--- src/rtl/mp_adder_seq_if.sv ---
// Request/result bundle for the chunked wide adder: the requester drives operands and start,
// the sequencer returns busy/done and the registered result.
interface mp_adder_seq_if #(
  parameter int N = 4,
  parameter int K = 4
);
  localparam int W = N * K;

  logic         start;
  logic         sub;
  logic         ci;
  logic [W-1:0] a;
  logic [W-1:0] b;
  logic         busy;
  logic         done;
  logic [W-1:0] s;
  logic         co;
  logic         ovf;

  modport master (
    output start, sub, ci, a, b,
    input  busy, done, s, co, ovf
  );

  modport slave (
    input  start, sub, ci, a, b,
    output busy, done, s, co, ovf
  );
endinterface

--- src/rtl/mp_adder_seq.sv ---
// Wide add/subtract built from one N-bit ripple-carry adder reused over K cycles,
// least significant chunk first, with the carry held in a register between chunks.
module adder_rc #(
  parameter int N = 4
) (
  input  logic [N-1:0] a,
  input  logic [N-1:0] b,
  input  logic         ci,
  output logic [N-1:0] s,
  output logic         co
);
  logic carry;

  always_comb begin
    carry = ci;
    s     = '0;
    for (int i = 0; i < N; i++) begin
      s[i]  = a[i] ^ b[i] ^ carry;
      carry = (a[i] & b[i]) | (a[i] & carry) | (b[i] & carry);
    end
    co = carry;
  end
endmodule

module mp_adder_seq #(
  parameter int N = 4,
  parameter int K = 4
) (
  input  logic          clk,
  input  logic          rst_n,
  mp_adder_seq_if.slave bus
);
  localparam int W  = N * K;
  localparam int IW = (K > 1) ? $clog2(K) : 1;
  localparam logic [IW-1:0] LAST_IDX = IW'(K - 1);

  typedef enum logic [1:0] {
    IDLE = 2'd0,
    RUN  = 2'd1,
    DONE = 2'd2
  } state_t;

  state_t state;
  state_t state_next;
  logic   accept;
  logic   last;

  logic [W-1:0]  a_reg;
  logic [W-1:0]  b_reg;
  logic [W-1:0]  work_reg;
  logic          carry_reg;
  logic [IW-1:0] idx;

  logic [W-1:0] a_shift;
  logic [W-1:0] b_shift;
  logic [W-1:0] chunk_mask;
  logic [W-1:0] work_next;
  logic [N-1:0] a_chunk;
  logic [N-1:0] b_chunk;
  logic [N-1:0] sum_chunk;
  logic         chunk_co;

  logic [W-1:0] s_reg;
  logic         co_reg;
  logic         ovf_reg;

  always_ff @(posedge clk or negedge rst_n) begin
    if (!rst_n) state <= IDLE;
    else        state <= state_next;
  end

  // DONE behaves like IDLE for new requests, which allows back-to-back operations.
  always_comb begin
    state_next = state;
    accept     = 1'b0;
    last       = 1'b0;
    case (state)
      IDLE: begin
        if (bus.start) begin
          accept     = 1'b1;
          state_next = RUN;
        end
      end
      RUN: begin
        last = (idx == LAST_IDX);
        if (last) state_next = DONE;
      end
      DONE: begin
        if (bus.start) begin
          accept     = 1'b1;
          state_next = RUN;
        end else begin
          state_next = IDLE;
        end
      end
      default: state_next = IDLE;
    endcase
  end

  // Current chunk selection and merge of the new sum chunk into the working value.
  always_comb begin
    a_shift    = a_reg >> (idx * N);
    b_shift    = b_reg >> (idx * N);
    a_chunk    = a_shift[N-1:0];
    b_chunk    = b_shift[N-1:0];
    chunk_mask = W'({N{1'b1}}) << (idx * N);
    work_next  = (work_reg & ~chunk_mask) | (W'(sum_chunk) << (idx * N));
  end

  adder_rc #(.N(N)) u_adder (
    .a  (a_chunk),
    .b  (b_chunk),
    .ci (carry_reg),
    .s  (sum_chunk),
    .co (chunk_co)
  );

  // Subtraction is folded into the capture: B is stored inverted and the carry seeded with 1.
  always_ff @(posedge clk or negedge rst_n) begin
    if (!rst_n) begin
      a_reg     <= '0;
      b_reg     <= '0;
      work_reg  <= '0;
      carry_reg <= 1'b0;
      idx       <= '0;
      s_reg     <= '0;
      co_reg    <= 1'b0;
      ovf_reg   <= 1'b0;
    end else begin
      if (accept) begin
        a_reg     <= bus.a;
        b_reg     <= bus.sub ? ~bus.b : bus.b;
        carry_reg <= bus.sub ? 1'b1 : bus.ci;
        idx       <= '0;
      end else if (state == RUN) begin
        work_reg  <= work_next;
        carry_reg <= chunk_co;
        idx       <= last ? '0 : idx + 1'b1;
      end
      if (last) begin
        s_reg   <= work_next;
        co_reg  <= chunk_co;
        ovf_reg <= (a_reg[W-1] == b_reg[W-1]) && (work_next[W-1] != a_reg[W-1]);
      end
    end
  end

  assign bus.busy = (state == RUN);
  assign bus.done = (state == DONE);
  assign bus.s    = s_reg;
  assign bus.co   = co_reg;
  assign bus.ovf  = ovf_reg;
endmodule

--- src/flat_wrapper.sv ---
// flat-port wrapper written by rule: the top's interface ports become plain ports
module mp_adder_seq_flat 
#(
  parameter int N = 4,
  parameter int K = 4
)
  (clk, rst_n, bus_start, bus_sub, bus_ci, bus_a, bus_b, bus_busy, bus_done, bus_s, bus_co, bus_ovf);
  mp_adder_seq_if #(.N(N), .K(K)) bus_i ();
  input  logic clk;
  input  logic rst_n;
  input wire logic [$bits(bus_i.start)-1:0] bus_start;
  input wire logic [$bits(bus_i.sub)-1:0] bus_sub;
  input wire logic [$bits(bus_i.ci)-1:0] bus_ci;
  input wire logic [$bits(bus_i.a)-1:0] bus_a;
  input wire logic [$bits(bus_i.b)-1:0] bus_b;
  output wire logic [$bits(bus_i.busy)-1:0] bus_busy;
  output wire logic [$bits(bus_i.done)-1:0] bus_done;
  output wire logic [$bits(bus_i.s)-1:0] bus_s;
  output wire logic [$bits(bus_i.co)-1:0] bus_co;
  output wire logic [$bits(bus_i.ovf)-1:0] bus_ovf;
  assign bus_i.start = bus_start;
  assign bus_i.sub = bus_sub;
  assign bus_i.ci = bus_ci;
  assign bus_i.a = bus_a;
  assign bus_i.b = bus_b;
  assign bus_busy = bus_i.busy;
  assign bus_done = bus_i.done;
  assign bus_s = bus_i.s;
  assign bus_co = bus_i.co;
  assign bus_ovf = bus_i.ovf;
  mp_adder_seq #(.N(N), .K(K)) u_core (.clk(clk), .rst_n(rst_n), .bus(bus_i));
endmodule
--- config.mk ---
export PLATFORM = sky130hd
export DESIGN_NAME = mp_adder_seq_flat
export DESIGN_NICKNAME = d
export VERILOG_FILES = /design/src/rtl/mp_adder_seq_if.sv /design/src/rtl/mp_adder_seq.sv /design/src/flat_wrapper.sv
export SDC_FILE = /design/constraint.sdc
export NUM_CORES = 1
export LEC_CHECK = 0
export ABC_AREA = 1
export BUFFER_PORTS_ARGS = -buffer_cell sky130_fd_sc_hd__buf_2
export CORE_MARGIN = 4
export CORE_UTILIZATION = 50
export CTS_BUF_LIST = sky130_fd_sc_hd__clkbuf_16
export DETAILED_ROUTE_END_ITERATION = 6
export GPL_TIMING_DRIVEN = 0
export HOLD_SLACK_MARGIN = 0.12
export PLACE_DENSITY = 0.87
export REMOVE_ABC_BUFFERS = 1
export SYNTH_ARGS = -nofsm -noshare
export SYNTH_HDL_FRONTEND = slang
export SYNTH_SLANG_ARGS = --single-unit
--- constraint.sdc ---
create_clock -name clk -period 2.85 [get_ports clk]
set_clock_uncertainty 0.15 [all_clocks]
set_input_delay 0.4275 -clock clk [delete_from_list [all_inputs] [get_ports clk]]
set_output_delay 0.4275 -clock clk [all_outputs]
set_load 0.005 [all_outputs]
# Word-level counts from Yosys, hierarchy flattened
# Cells that the tools add are included.
[op_classes]
addsub = 1
multipliers = 0
div_mod_pow = 0
magnitude_cmp = 0
eq_ne = 7
shift = 4
muxes = 14
bitwise_logic = 33
n_reduce_logical = 6
[op_table]
columns = ["operator", "n"]
rows = [
  ["$not 16->16", 2],
  ["$shr 16x4->4", 2],
  ["$and 16x16->16", 1],
  ["$mux 16", 1],
  ["$or 16x16->16", 1],
  ["$shl 4x4->16", 1],
  ["$shl 4x4->16 const A", 1],
  ["$and 1x1->1", 12],
  ["$mux 2", 5],
  ["$or 1x1->1", 8],
  ["$xor 1x1->1", 8],
  ["$mux 1", 7],
  ["$pmux 2 s3", 1],
  ["$eq 2x2->1 const B", 2],
  ["$reduce_and 2->1", 2],
  ["$add 2x1->2 const B", 1],
  ["$eq 2x1->1 const B", 1],
  ["$logic_not 2->1", 1],
  ["$ne 2x1->1 const B", 1],
  ["$ne 2x2->1 const B", 1],
  ["$reduce_bool 2->1", 1],
  ["$reduce_or 2->1", 1],
  ["$eq 1x1->1", 1],
  ["$logic_and 1x1->1", 1],
  ["other kinds (2)", 2],
]
[word_totals]
reg_bits = 71
latchBits = 0
ram_bits = 0
mem_bits_ro = 0
inputBits = 37
output_inout_bits = 20
word_cells = 74
mem_count = 0

# Logic depth before layout (Yosys ltp)
# Gate-level depths: netlist of the first run.
[logic_depth]
ltp_word = 15
mapped_depth = 16
ltp_nobuf = 14

# Modules after synthesis
# Synthesis of the first run repeated with hierarchy kept, for this count alone.
[unflattened]
hier_cells = 390
area_unflattened_um2 = 3323.2
[by_module_without_submodules]
columns = ["module", "n_inst", "cells_each", "area_per_inst_um2", "seq_area_each_um2"]
rows = [
  ["mp_adder_seq", 1, 376, 3205.6, 1701.6],
  ["adder_rc", 1, 14, 117.6, 0.0],
]

# Worst setup path after synthesis of the first run
# OpenSTA, ideal clock, no wires.
[synth_path]
path_kind = "flip-flop to flip-flop"
start = "register u_core.idx[1]"
end = "register u_core.ovf_reg, in the netlist u_core.bus.ovf"
setup_ns = 0.117
t_arrival_ns = 2.867
required_time_ns = 2.583
path_slack_ns = -0.284
stages_incl_launch_ff = 16
n_path_buf = 2
synth_period_minus_slack_ns = 3.134
cell_sequence = "dfrtp_1 -> buf_4 -> inv_2 -> buf_4 -> o21ai_0 -> o22ai_1 -> fa_1 -> inv_1 -> fa_1 -> fa_1 -> inv_1 -> fa_1 -> nand3_1 -> nand3_1 -> nand3_1 -> nand2_1"
[synth_between]
elab_chain_len = 15
elab_cells_between_ends = 28
cone_classes = "2 x eq/ne; 4 x shift; 1 x mux; 20 x bitwise; 1 x reduce/logical"
[synth_lines]
columns = ["element", "line", "text"]
rows = [
  ["start: declaration", "mp_adder_seq.sv:52", "logic [IW-1:0] idx;"],
  ["start signal: assignment", "mp_adder_seq.sv:138", "idx <= last ? '0 : idx + 1'b1;"],
  ["$shr 16x4->4 (on tied branches)", "mp_adder_seq.sv:102, mp_adder_seq.sv:103", ""],
  ["$and 1x1->1", "mp_adder_seq.sv:19", "carry = (a[i] & b[i]) | (a[i] & carry) | (b[i] & carry);"],
  ["$or 1x1->1 (2 in series)", "mp_adder_seq.sv:19", ""],
  ["$and 1x1->1", "mp_adder_seq.sv:19", ""],
  ["$or 1x1->1 (2 in series)", "mp_adder_seq.sv:19", ""],
  ["$and 1x1->1", "mp_adder_seq.sv:19", ""],
  ["$or 1x1->1 (2 in series)", "mp_adder_seq.sv:19", ""],
  ["$xor 1x1->1", "mp_adder_seq.sv:18", "s[i] = a[i] ^ b[i] ^ carry;"],
  ["$shl 4x4->16", "mp_adder_seq.sv:107", "work_next = (work_reg & ~chunk_mask) | (W'(sum_chunk) << (idx * N));"],
  ["$or 16x16->16", "mp_adder_seq.sv:107", ""],
  ["$ne 1x1->1", "mp_adder_seq.sv:143", "ovf_reg <= (a_reg[W-1] == b_reg[W-1]) && (work_next[W-1] != a_reg[W-1]);"],
  ["$logic_and 1x1->1", "mp_adder_seq.sv:143", ""],
  ["end signal: assignment", "mp_adder_seq.sv:143", ""],
  ["end: declaration", "mp_adder_seq.sv:65", "logic ovf_reg;"],
]
# Several ways; a longest one is shown, not always the timed one.
# A chain may end at the register's enable or synchronous reset.

# Worst setup path after layout of the first run
[layout_path]
start = "register u_core.idx[0]"
end = "register u_core.ovf_reg, in the netlist u_core.bus.ovf"
# Same word-level chain as after synthesis.

==> results of run 1 <==
[worst max path at each step]
stage | startpoint | cells after the start | to
3_5_place_dp | u_core.idx[0] | 11 | u_core.work_reg[15]
5_1_grt | u_core.idx[0] | 14 | u_core.bus.ovf
2_1_floorplan | u_core.idx[0] | 13 | u_core.bus.ovf
3_3_place_gp | u_core.idx[0] | 13 | u_core.bus.ovf
6_report | u_core.idx[0] | 14 | u_core.bus.ovf
4_1_cts | u_core.idx[0] | 13 | u_core.work_reg[11]
[cells by family (layout without fill, tap and decap cells)]
family | count (synthesis) | count (layout) | share of synthesized area, %
fa+ha+maj | 8 | 8 | 3.87
xor+xnor | 16 | 16 | 4.17
buf+inv | 46 | 115 | 7.07
simple gates | 215 | 215 | 26.5
flops | 68 | 68 | 50.6
compound gates | 48 | 48 | 7.74
[layout make-up]
cell class / instances / area share [%]
Clock inverter: 7 / 1.99
Clock buffer: 9 / 5.35
Timing Repair Buffer: 74 / 10.3
Multi-Input combinational cell: 287 / 36.5
Tap cell: 77 / 2.29
Timing Repair inverter: 2 / 0.357
Sequential cell: 68 / 40.6
Inverter: 23 / 2.59
[report_power, final]
group	internal [mW]	switching, mW	total [mW]
Clock	0.754	0.398	1.15
Combinational	1.25	1.93	3.18
Sequential	1.42	0.308	1.72
Total	3.42	2.63	6.05
[metrics by stage]
| stage | hold slack [ns] | area, um2 | worst slack, ns | util (%) | TNS (ns) |
|---|---|---|---|---|---|
| final | 0.178 | 4210 | -0.168 | 65.5 | -1.12 |
| after global routing | 0.186 | 4210 | -0.293 | 65.5 | -2.17 |
| after CTS | 0.174 | 4130 | -0.207 | 64.2 | -1.41 |
| after detailed placement | 0.303 | 3590 | -0.980 | 55.9 | -16.84 |
| after global placement | 0.299 | 3590 | -0.879 | 55.9 | -14.72 |
| after floorplan | -0.0181 | 3210 | -0.432 | - | -3.71 |
[what timing repair did]
item	in CTS	in global routing
gates resized for setup	34	13
gates cloned	2	0
pin swaps	12	14
endpoints found under the setup margin	31	15
endpoints found under the hold margin	68	0
hold buffers	1	0
setup buffers	13	4
[synthesized netlist by cell type (4+ instances only)]
cell type / count
nand2_1: 161
dfrtp_1: 68
nand3_1: 38
o21ai_0: 36
inv_1: 18
xnor2_1: 16
buf_2: 10
nor2_1: 10
o22ai_1: 8
buf_4: 5
buf_6: 4
fa_1: 4
ha_1: 4
inv_2: 4
[per-layer routing]
metal	track usage, %	vias to the layer above	wire length (um)	part of all wire, %
met5	0	-	0	0
met4	11.7	0	292	3.4
met3	5.26	38	563	6.6
met2	37.1	130	4380	51
met1	24.7	1406	3300	39
li1	-	1401	-	-
[tightest hold or removal path: cells and delay by family]
| kind | cells | cell delay [ns] |
|---|---|---|
| buffers and inverters | 1 | 0.07 |
| and+or+nand+nor | 2 | 0.12 |
==> results.txt, run 1 <==
----------------------------------------------------
[Finish]
  Area taken by flip-flops and latches ... around 1700 um2
  Top library cells by usage in the layout, fill and taps aside ... nand2_1 (160), dfrtp_1 (66), buf_2 (55), nand3_1 (36), o21ai_0 (30)
  ANT cells ... 0
  Final instance count without filler cells ... about 550
  Most common cell after layout, fill and taps aside ... nand2_1
  Layout cell share with drive strength beyond 1 ... 26.0%
  Fill cells ... 519
  Post-synthesis to final-layout area growth ... 25.2%
  Layout net count ... 510
  Multi-input gate area ... roughly 1500 um2

[Clocking]
  Clock buffer count from CTS ... 9
  Level count of the clock H-tree ... 3
  Largest buffer count on any clock path ... 2
  Clock Sink Count ... 68
  Clk pin slew, worst setup/hold paths ... approximately 0.050 ns
  CTS tree ... done
  Cell at the root of the clock tree ... clkbuf_16
  Clock latency on the worst-skew pair ... around 0.33 ns

[Critical path]
  Cells along the critical path ... buf_6 -> nor2_4 -> o22ai_4 -> fa_2 -> inv_2 -> fa_2 -> fa_2 -> inv_2 -> fa_2 -> nand3_4 -> nand2_1 -> nand2_1 -> nand3_1 -> nand2_1
  Worst R2R Start ... u_core.idx[0]
  CP Buf/Inv Count ... 3
  Reg2Reg Capture Point ... u_core.bus.ovf
  Maximum fanout count along the critical path ... 6
  Worst setup path class ... register to register
  Dominant delay contributor by cell family on the critical path ... adder cells
  Maximum single-stage delay on the critical path ... 0.66 ns
  CP Data Required Time ... ~2.9 ns
  Worst setup SP type ... register
  Most Frequent Cell on Critical Path ... fa_2
  Crit end category ... register
  Setup slack on the worst flop-to-flop path ... -0.17 ns
  R2R cell count ... 14
  Worst EP arrival ... 3.09 ns
  Critical-path cell with the highest stage delay ... fa_2

[Yosys]
  Synth Register Bits ... 68
  Primary flip-flop cell chosen by synthesis mapping ... dfrtp_1
  Fraction of registers with async set/reset ... 100%
  Fraction of post-synthesis cell area in the top cell type by area ... about half
  Synth Area per Inst ... 8.38 um2
  Count of synthesis-stage warnings from yosys ... 0
  Cells after Synth ... 401
  Yosys cell types ... 27
  Share of synthesized area occupied by flip-flops and latches ... approximately 51%
  Netlist Area Pre-Place ... roughly 3400 um2
  Cells taking the most area after synthesis ... dfrtp_1 (51%), nand2_1 (18%), nand3_1 (5.7%), o21ai_0 (5.4%), xnor2_1 (4.2%)
  Count of flip-flops with a built-in enable after synthesis ... 0
  Dominant cell type by area after synthesis ... dfrtp_1

[Power and ir drop]
  Total power of the final layout ... ~6 mW
  Static leakage ... roughly 2.2 nW
  Worst-case vdd ir drop ... ~810 uV
  Power Density ... between 1000 and 1500 nW/um2

[STA]
  Final Max Slew Viols ... 0
  Post-route worst setup slack ... -0.168 ns
  Worst max-slew margin expressed relative to the limit ... a little over two fifths
  Period utilization ... 106%
  Final Hold Vio Count ... 0
  Final worst path period need ... between 3 and 4 ns
  Number of setup violations in the final report ... 9
  Measured slew at the worst slew-check pin ... 0.857 ns
  Maximum clock frequency ... approximately 330 MHz
  Unrepaired setup endpoints after global routing ... true

[Outcome]
  Result of the run ... finished, violations left
  Violated checks ... setup timing

[Route]
  Router iterations before antenna repair ... 5
  Number of vias in the routed layout ... about 3000
  Drt total wl ... 8530 um
  Detail-routed net length per standard cell ... about 16 um
  Routed Antenna Nets ... 0
  Via/cell ratio ... 5.44
  Violation count after the first detailed-route iteration ... a little under 300
  Number of DRC violations after detailed routing ... 0

[Placed design]
  GP Congestion ... 0.829
  Placed cells ... around 510
  Count of buffers inserted at the top-level ports ... 56
  Detailed placement HPWL ... 4780 um

[Floorplan]
  Die extent in x ... between 80 and 90 um
  Initial core utilization ... between 50% and 60%
  Site Rows ... 29
  Area of the core region ... around 6400 um2
  Die Outline Area ... 8100 um2
  Die height ... 90.0 um
  Boundary Pins ... between 50 and 60

[GRT]
  Total global routing overflow ... 0
  Number of global-route vias before repair ... roughly 3100
  Number of antenna violations at the first check in global routing ... 0
  Global routing usage summed across all routing layers ... between 20% and 30%
  Pin count of the biggest net entering global routing ... 69
  First-pass GRT wire length ... 14000 um

[Worst hold path]
  Number of instances on the worst hold path ... 3
  Origin of the worst min-delay path ... bus_a[15]
  Worst min path class ... primary input to register
  Hold EP ... u_core.a_reg[15]

[Run]
  Max_cap viols ... 0

----------------------------------------------------
Note: power is estimated with default switching activity, not from simulation.
==> run 2, diff against run 1 <==
--- a/config.mk
+++ b/config.mk
@@ -13,6 +13,7 @@
 export DETAILED_ROUTE_END_ITERATION = 6
 export GPL_TIMING_DRIVEN = 0
 export HOLD_SLACK_MARGIN = 0.12
+export MAX_ROUTING_LAYER = met4
 export PLACE_DENSITY = 0.87
 export REMOVE_ABC_BUFFERS = 1
 export SYNTH_ARGS = -nofsm -noshare
==> run 2 against run 1 <==
The run still ends with setup timing left. Non-clock buffer count up 1. Sequential cell count unchanged. Total power down 3.9%. Worst setup slack worse by 0.043 ns. First-iteration DRC count down 19%. Via count decreased by 2.3%. Global-route usage rose by 0.13 points. Clock-buffer cell count did not move. Wire length fell by 5.5%. Critical endpoint is now u_core.work_reg[11].
==> results.txt, run 2 (same netlist as run 1, synthesis figures left out) <==
----------------------------------------------------
[Outcome]
  Result of the run ... finished, violations left
  Violated checks ... setup timing

[Critical path]
  Worst setup SP type ... register
  Critical-path cell with the highest stage delay ... dfrtp_4
  Maximum fanout count along the critical path ... 4 (-2)
  CP Buf/Inv Count ... 3 (unchanged)
  R2R cell count ... 13 (-1)
  Maximum single-stage delay on the critical path ... 0.50 ns (-0.16 ns)
  Cells along the critical path ... buf_6 -> o21ai_2 -> o22ai_2 -> fa_2 -> inv_2 -> fa_2 -> fa_2 -> inv_2 -> fa_2 -> nand2_2 -> o22ai_2 -> nand2_1 -> nand2_1
  Most Frequent Cell on Critical Path ... fa_2
  Worst setup path class ... register to register
  Origin of the worst setup path ... u_core.idx[0]
  Setup slack on the worst flop-to-flop path ... -0.21 ns (-0.04 ns)
  Crit end category ... register
  CP Data Required Time ... 2.92 ns (about the same)
  Worst R2R Start ... u_core.idx[0]
  Worst EP arrival ... 3.13 ns (+0.04 ns)
  Termination of the worst setup path ... u_core.work_reg[11]
  CP Depth ... 13 (-1)
  Reg2Reg Capture Point ... u_core.work_reg[11]
  Dominant delay contributor by cell family on the critical path ... adder cells

[STA]
  Measured slew at the worst slew-check pin ... 0.845 ns (-0.0124 ns)
  Maximum clock frequency ... 327 MHz (-1.4%)
  Setup total negative slack ... -1.58 ns (-0.459 ns)
  Worst max-slew margin expressed relative to the limit ... 43.7% (+1.0 points)
  Period utilization ... 107% (+1.5 points)
  Unrepaired setup endpoints after global routing ... true
  Final worst path period need ... 3.06 ns (+0.0434 ns)
  Final Hold Vio Count ... 0 (unchanged)
  Number of setup violations in the final report ... 11 (+2)
  Post-route worst setup slack ... -0.212 ns (-0.0434 ns)
  Final Max Slew Viols ... 0 (unchanged)

[Route]
  Detail-routed net length per standard cell ... 14.7 um (-5.5%)
  Number of DRC violations after detailed routing ... 0 (unchanged)
  Via/cell ratio ... 5.31 (-2.3%)
  Number of vias in the routed layout ... 2906 (-2.3%)
  Router iterations before antenna repair ... 5 (unchanged)
  Drt total wl ... 8060 um (-5.5%)
  Violation count after the first detailed-route iteration ... 238 (-19%)
  Routed Antenna Nets ... 0 (unchanged)

[Finish]
  ANT cells ... 0 (unchanged)
  Top library cells by usage in the layout, fill and taps aside ... nand2_1 (160), dfrtp_1 (66), buf_2 (55), nand3_1 (36), o21ai_0 (27)
  Layout cell share with drive strength beyond 1 ... 26.2% (+0.21 points)
  Fill cells ... 531 (+2.3%)
  Layout net count ... 511 (+0.20%)
  Post-synthesis to final-layout area growth ... 23.5%
  Final instance count without filler cells ... 547 (unchanged)
  Most common cell after layout, fill and taps aside ... nand2_1

[Worst hold path]
  Worst min path class ... primary input to register

[GRT]
  Total global routing overflow ... 0 (unchanged)
  First-pass GRT wire length ... 13700 um (-1.9%)
  Global routing usage summed across all routing layers ... 21.7% (+0.13 points)
  Number of antenna violations at the first check in global routing ... 0 (unchanged)
  Number of global-route vias before repair ... 2830 (-7.5%)
  Pin count of the biggest net entering global routing ... 69 (unchanged)

[Placed design]
  Count of buffers inserted at the top-level ports ... 56 (unchanged)
  Detailed placement HPWL ... 4680 um (-2.1%)
  Post-placement worst setup slack ... -0.963 ns (+0.0176 ns)
  GP Congestion ... 0.831 (+0.24%)
  Placed cells ... 511 (unchanged)

[Power and ir drop]
  Total power of the final layout ... 5.81 mW (-3.9%)
  Static leakage ... 2.15 nW (-1.1%)
  Worst-case vdd ir drop ... 724 uV (-10%)
  Power Density ... 1400 nW/um2 (-2.6%)

[Run]
  Max_cap viols ... 0 (unchanged)

[Floorplan]
  Site Rows ... 29 (unchanged)
  Die Outline Area ... 8100 um2 (unchanged)
  Die extent in x ... 90.0 um (unchanged)
  Boundary Pins ... 57 (unchanged)
  Die height ... 90.0 um (unchanged)
  Area of the core region ... 6420 um2 (unchanged)
  Initial core utilization ... 52.3% (unchanged)

[Clocking]
  Largest buffer count on any clock path ... 2 (unchanged)
  Clock buffer count from CTS ... 9 (unchanged)
  Clock Sink Count ... 68 (unchanged)
  CTS tree ... done
  Clock latency on the worst-skew pair ... 0.33 ns (about the same)
  Cell at the root of the clock tree ... clkbuf_16
  Clk pin slew, worst setup/hold paths ... 0.05 ns (about the same)
  Level count of the clock H-tree ... 3 (unchanged)

----------------------------------------------------
-- run 2: changes by cell type in the layout (fill, tap and decap cells not counted), moves of 3 or more --
cell     delta
o21ai_0     -3
o21ai_1     +4
o22ai_4     -3
o22ai_2     +3
inv_1       -3
-- run 2: through the flow --
| step | cell area, um2 | hold slack (ns) | util (%) |
|---|---|---|---|
| 6_report | 4150 | 0.178 | 64.6 |
| 4_1_cts | 4120 | 0.177 | 64.1 |
| 2_1_floorplan | 3210 | -0.0181 | - |
| 5_1_grt | 4150 | 0.193 | 64.6 |
| 3_3_place_gp | 3590 | 0.299 | 55.9 |
| 3_5_place_dp | 3590 | 0.310 | 55.9 |
-- run 2: layout make-up --
class / count / area, um2 / area share (%)
flip-flops and latches: 68 / 1710 / 41.2
multi-input cells: 287 / 1490 / 35.9
repair buffers: 75 / 439 / 10.6
clock buffers: 9 / 225 / 5.43
inverters: 23 / 109 / 2.62
well taps: 77 / 96.3 / 2.32
clock inverters: 6 / 66.3 / 1.60
repair inverters: 2 / 15.0 / 0.362
-- run 2: worst min path at each step --
stage | start | cells past startpoint | to
floorplan | rst_n | 0 | u_core.a_reg[0]
finish | bus_a[6] | 3 | u_core.a_reg[6]
detailed placement | u_core.a_reg[3] | 2 | u_core.a_reg[3]
CTS | bus_a[14] | 3 | u_core.a_reg[14]
global route | bus_a[1] | 3 | u_core.a_reg[1]
global placement | u_core.bus.co | 2 | u_core.bus.co
-- run 2: tightest hold or removal path, delay by kind of cell --
| kind | cells | cell delay, ns |
|---|---|---|
| and+or+nand+nor | 2 | 0.13 |
| buffers and inverters | 1 | 0.07 |
-- run 2: timing repair --
action / in CTS / in global routing
resized for setup: 36 / 6
setup buffers: 16 / 3
pin swaps: 7 / 4
gates cloned: 2 / 0
setup endpoints to repair: 31 / 15
hold buffers: 1 / 0
hold endpoints to repair: 68 / 0
-- run 2: power breakdown --
| part | leakage, nW | switching, mW | internal (mW) |
|---|---|---|---|
| Sequential | 0.859 | 0.289 | 1.42 |
| Clock | 0.134 | 0.403 | 0.671 |
| Combinational | 1.15 | 1.83 | 1.21 |
-- run 2: metal layers --
metal	up-vias	routed length, um	global-route usage (%)	share of wire [%]
li1	1406	-	-	-
met1	1357	3220	26.4	40
met2	130	4160	35.2	52
met3	13	529	4.42	6.6
met4	0	146	9.57	1.8
met5	-	0	-	0
==> run 3, diff against run 2 <==
--- a/config.mk
+++ b/config.mk
@@ -8,13 +8,13 @@
 export ABC_AREA = 1
 export BUFFER_PORTS_ARGS = -buffer_cell sky130_fd_sc_hd__buf_2
 export CORE_MARGIN = 4
-export CORE_UTILIZATION = 50
+export CORE_UTILIZATION = 56
 export CTS_BUF_LIST = sky130_fd_sc_hd__clkbuf_16
 export DETAILED_ROUTE_END_ITERATION = 6
 export GPL_TIMING_DRIVEN = 0
 export HOLD_SLACK_MARGIN = 0.12
 export MAX_ROUTING_LAYER = met4
-export PLACE_DENSITY = 0.87
+export PLACE_DENSITY = 0.92
 export REMOVE_ABC_BUFFERS = 1
 export SYNTH_ARGS = -nofsm -noshare
 export SYNTH_HDL_FRONTEND = slang
==> constraint.sdc (replaced) <==
create_clock -name clk -period 2.93 [get_ports clk]
set_clock_uncertainty 0.15 [all_clocks]
set_input_delay 0.4395 -clock clk [delete_from_list [all_inputs] [get_ports clk]]
set_output_delay 0.4395 -clock clk [all_outputs]
set_load 0.01 [all_outputs]
==> run 3 against run 2 <==
Combinational power fell by 3%. The flow still finishes with violations (setup timing). Sequential share of layout area rose by 0.25 points. First-iteration DRC count rose by 23%. Global-route usage rose by 2.2 points. Core utilization rose by 8.1 points. Worst hold slack improved by 0.012 ns. Cell count fell by 1.1%.
==> results.txt, run 3 (same netlist as run 1, synthesis figures left out) <==
----------------------------------------------------
[Outcome]
  Result of the run ... finished, violations left
  Violated checks ... setup timing

[Critical path]
  Worst EP arrival ... 3.11 ns (-0.02 ns)
  Most Frequent Cell on Critical Path ... fa_2
  Origin of the worst setup path ... u_core.idx[0]
  Maximum fanout count along the critical path ... 5 (+1)
  Critical-path cell with the highest stage delay ... dfrtp_4
  Worst setup path class ... register to register
  CP Data Required Time ... 3.00 ns (+0.08 ns)
  Termination of the worst setup path ... u_core.work_reg[3]
  R2R cell count ... 13 (unchanged)
  Reg2Reg Capture Point ... u_core.work_reg[3]
  Worst setup SP type ... register
  Cells along the critical path ... buf_12 -> o21ai_2 -> o22ai_2 -> fa_2 -> inv_2 -> fa_2 -> fa_2 -> inv_2 -> fa_2 -> nand2_2 -> o22ai_2 -> nand2_1 -> nand2_1
  Setup slack on the worst flop-to-flop path ... -0.11 ns (+0.10 ns)
  Crit end category ... register
  Maximum single-stage delay on the critical path ... 0.51 ns (about the same)
  Worst R2R Start ... u_core.idx[0]

[GRT]
  Global routing usage summed across all routing layers ... 23.8% (+2.2 points)
  First-pass GRT wire length ... 13100 um (-4.3%)
  Total global routing overflow ... 0 (unchanged)
  Pin count of the biggest net entering global routing ... 69 (unchanged)
  Number of antenna violations at the first check in global routing ... 0 (unchanged)
  Number of global-route vias before repair ... 2773 (-2.0%)

[STA]
  Unrepaired setup endpoints after global routing ... true
  Setup total negative slack ... -0.714 ns (+0.865 ns)
  Worst max-slew margin expressed relative to the limit ... 43.2% (-0.48 points)
  Final Hold Vio Count ... 0 (unchanged)
  Final Max Slew Viols ... 0 (unchanged)
  Post-route worst setup slack ... -0.112 ns (+0.100 ns)
  Period utilization ... 104% (-3.6 points)
  Number of setup violations in the final report ... 9 (-2)
  Measured slew at the worst slew-check pin ... 0.852 ns (+0.00725 ns)
  Maximum clock frequency ... 329 MHz (+0.66%)
  Final worst path period need ... 3.04 ns (-0.0200 ns)

[Placed design]
  Detailed placement HPWL ... 4600 um (-1.7%)
  Count of buffers inserted at the top-level ports ... 56 (unchanged)
  Cell area reported after detailed placement ... 3580 um2 (-0.17%)
  Post-placement worst setup slack ... -0.992 ns (-0.0293 ns)
  GP Congestion ... 0.842 (+1.4%)

[Power and ir drop]
  Reported net switching power ... 2.44 mW (-2.9%)
  Design internal power ... 3.09 mW (-6.4%)
  Total power of the final layout ... 5.53 mW (-4.9%)
  Share of total power in combinational logic ... 53.1% (+0.9 points)
  Sw Ratio ... 44.2% (+0.90 points)
  Sequential share of power ... 30.1% (+0.8 points)
  Clock share of power ... 16.8% (-1.7 points)
  Worst-case vdd ir drop ... 704 uV (-2.6%)
  Static leakage ... 2.16 nW (+0.66%)
  Power Density ... 1340 nW/um2 (-4.3%)

[Floorplan]
  Die Outline Area ... 7310 um2 (-9.8%)
  Die height ... 85.5 um (-5.0%)
  Site Rows ... 27 (-6.9%)
  Area of the core region ... 5680 um2 (-12%)
  Die extent in x ... 85.5 um (-5.0%)
  Initial core utilization ... 59.2% (+6.9 points)
  Boundary Pins ... 57 (unchanged)

[Clocking]
  CTS tree ... done
  Clock latency on the worst-skew pair ... 0.33 ns (about the same)
  Level count of the clock H-tree ... 3 (unchanged)
  Clock buffer count from CTS ... 9 (unchanged)
  Largest buffer count on any clock path ... 2 (unchanged)
  Cell at the root of the clock tree ... clkbuf_16
  Clock Sink Count ... 68 (unchanged)
  Clk pin slew, worst setup/hold paths ... 0.05 ns (about the same)

[Finish]
  Top library cells by usage in the layout, fill and taps aside ... nand2_1 (160), dfrtp_1 (66), buf_2 (55), nand3_1 (36), o21ai_0 (31)
  ANT cells ... 0 (unchanged)
  Area taken by flip-flops and latches ... 1710 um2 (unchanged)
  Multi-input gate area ... 1500 um2 (+0.50%)
  Final Instance Area ... 4130 um2 (-0.60%)
  Fill cells ... 433 (-18%)
  Layout cell share with drive strength beyond 1 ... 24.7% (-1.4 points)
  Layout net count ... 509 (-0.39%)
  Post-synthesis to final-layout area growth ... 22.7%
  Most common cell after layout, fill and taps aside ... nand2_1

[Route]
  Number of DRC violations after detailed routing ... 0 (unchanged)
  Routed Antenna Nets ... 0 (unchanged)
  Detail-routed net length per standard cell ... 14.8 um (+0.76%)
  Violation count after the first detailed-route iteration ... 293 (+23%)
  Router iterations before antenna repair ... 5 (unchanged)
  Number of vias in the routed layout ... 2915 (+0.31%)
  Drt total wl ... 8030 um (-0.35%)
  Via/cell ratio ... 5.39 (+1.4%)

[Run]
  Max_cap viols ... 0 (unchanged)

[Worst hold path]
  Worst min path class ... primary input to register

----------------------------------------------------
run 3: changes by cell type in the layout (fill, tap and decap cells not counted), moves of 3 or more:
cell and delta:
o21ai_0 +4, o21ai_1 -4, clkinvlp_4 -3, inv_1 +5, buf_6 -3
run 3: power by group through the flow:
stage	clock network (mW)	registers [mW]	logic (mW)
after floorplan	0	1.65	1.57
after global placement	0	1.65	2.15
after detailed placement	0	1.68	2.26
after CTS	0.933	1.64	2.82
after global routing	0.979	1.70	3.23
final	0.928	1.66	2.94
run 3: per-stage QoR:
step / util [%] / hold slack, ns / std cells
finish: 72.7 / 0.190 / 541
global route: 72.7 / 0.195 / 541
CTS: 72.4 / 0.187 / 541
detailed placement: 63.2 / 0.303 / 506
global placement: 63.1 / 0.299 / 506
floorplan: - / -0.00609 / 378
run 3: worst max-delay path, delay by kind of cell (launching register included):
family	cells	cell delay (ns)
AOI/OAI and AO/OA	3	0.34
buffers and inverters	3	0.25
and+or+nand+nor	3	0.26
DFF	1	0.51
adders and majority gates	4	1.42
run 3: what timing repair did:
item                                   CTS  global route
setup endpoints to repair               29            15
gates resized for setup                 33             2
pin swaps                               10             8
hold buffers                             1             0
buffers inserted                        15             0
gates cloned                             3             0
endpoints found under the hold margin   68             0
run 3: worst min path at each step:
| stage | start | endpoint | slack [ns] | cells past startpoint |
|---|---|---|---|---|
| final | bus_a[2] | u_core.a_reg[2] | 0.19 | 3 |
| after global routing | bus_a[2] | u_core.a_reg[2] | 0.20 | 3 |
| after CTS | bus_a[15] | u_core.a_reg[15] | 0.19 | 3 |
| after detailed placement | u_core.a_reg[7] | u_core.a_reg[7] | 0.30 | 2 |
| after global placement | u_core.bus.co | u_core.bus.co | 0.30 | 2 |
| after floorplan | rst_n | u_core.a_reg[0] | -0.006 | 0 |
run 3: area by class of cell:
cell class	count	share of cell area, %
inverter	23	2.64
tap	72	2.18
timing repair inverter	2	0.364
clock buffer	9	5.46
timing repair buffer	73	10.9
multi-input combinational	287	36.3
clock inverter	7	0.698
sequential	68	41.4
run 3: layer usage:
layer	up-vias	global-route usage, %	wire length (um)
met5	-	-	0
met3	30	5.24	546
met4	0	11.5	267
met1	1360	28.3	3280
met2	131	38.3	3930
li1	1394	-	-
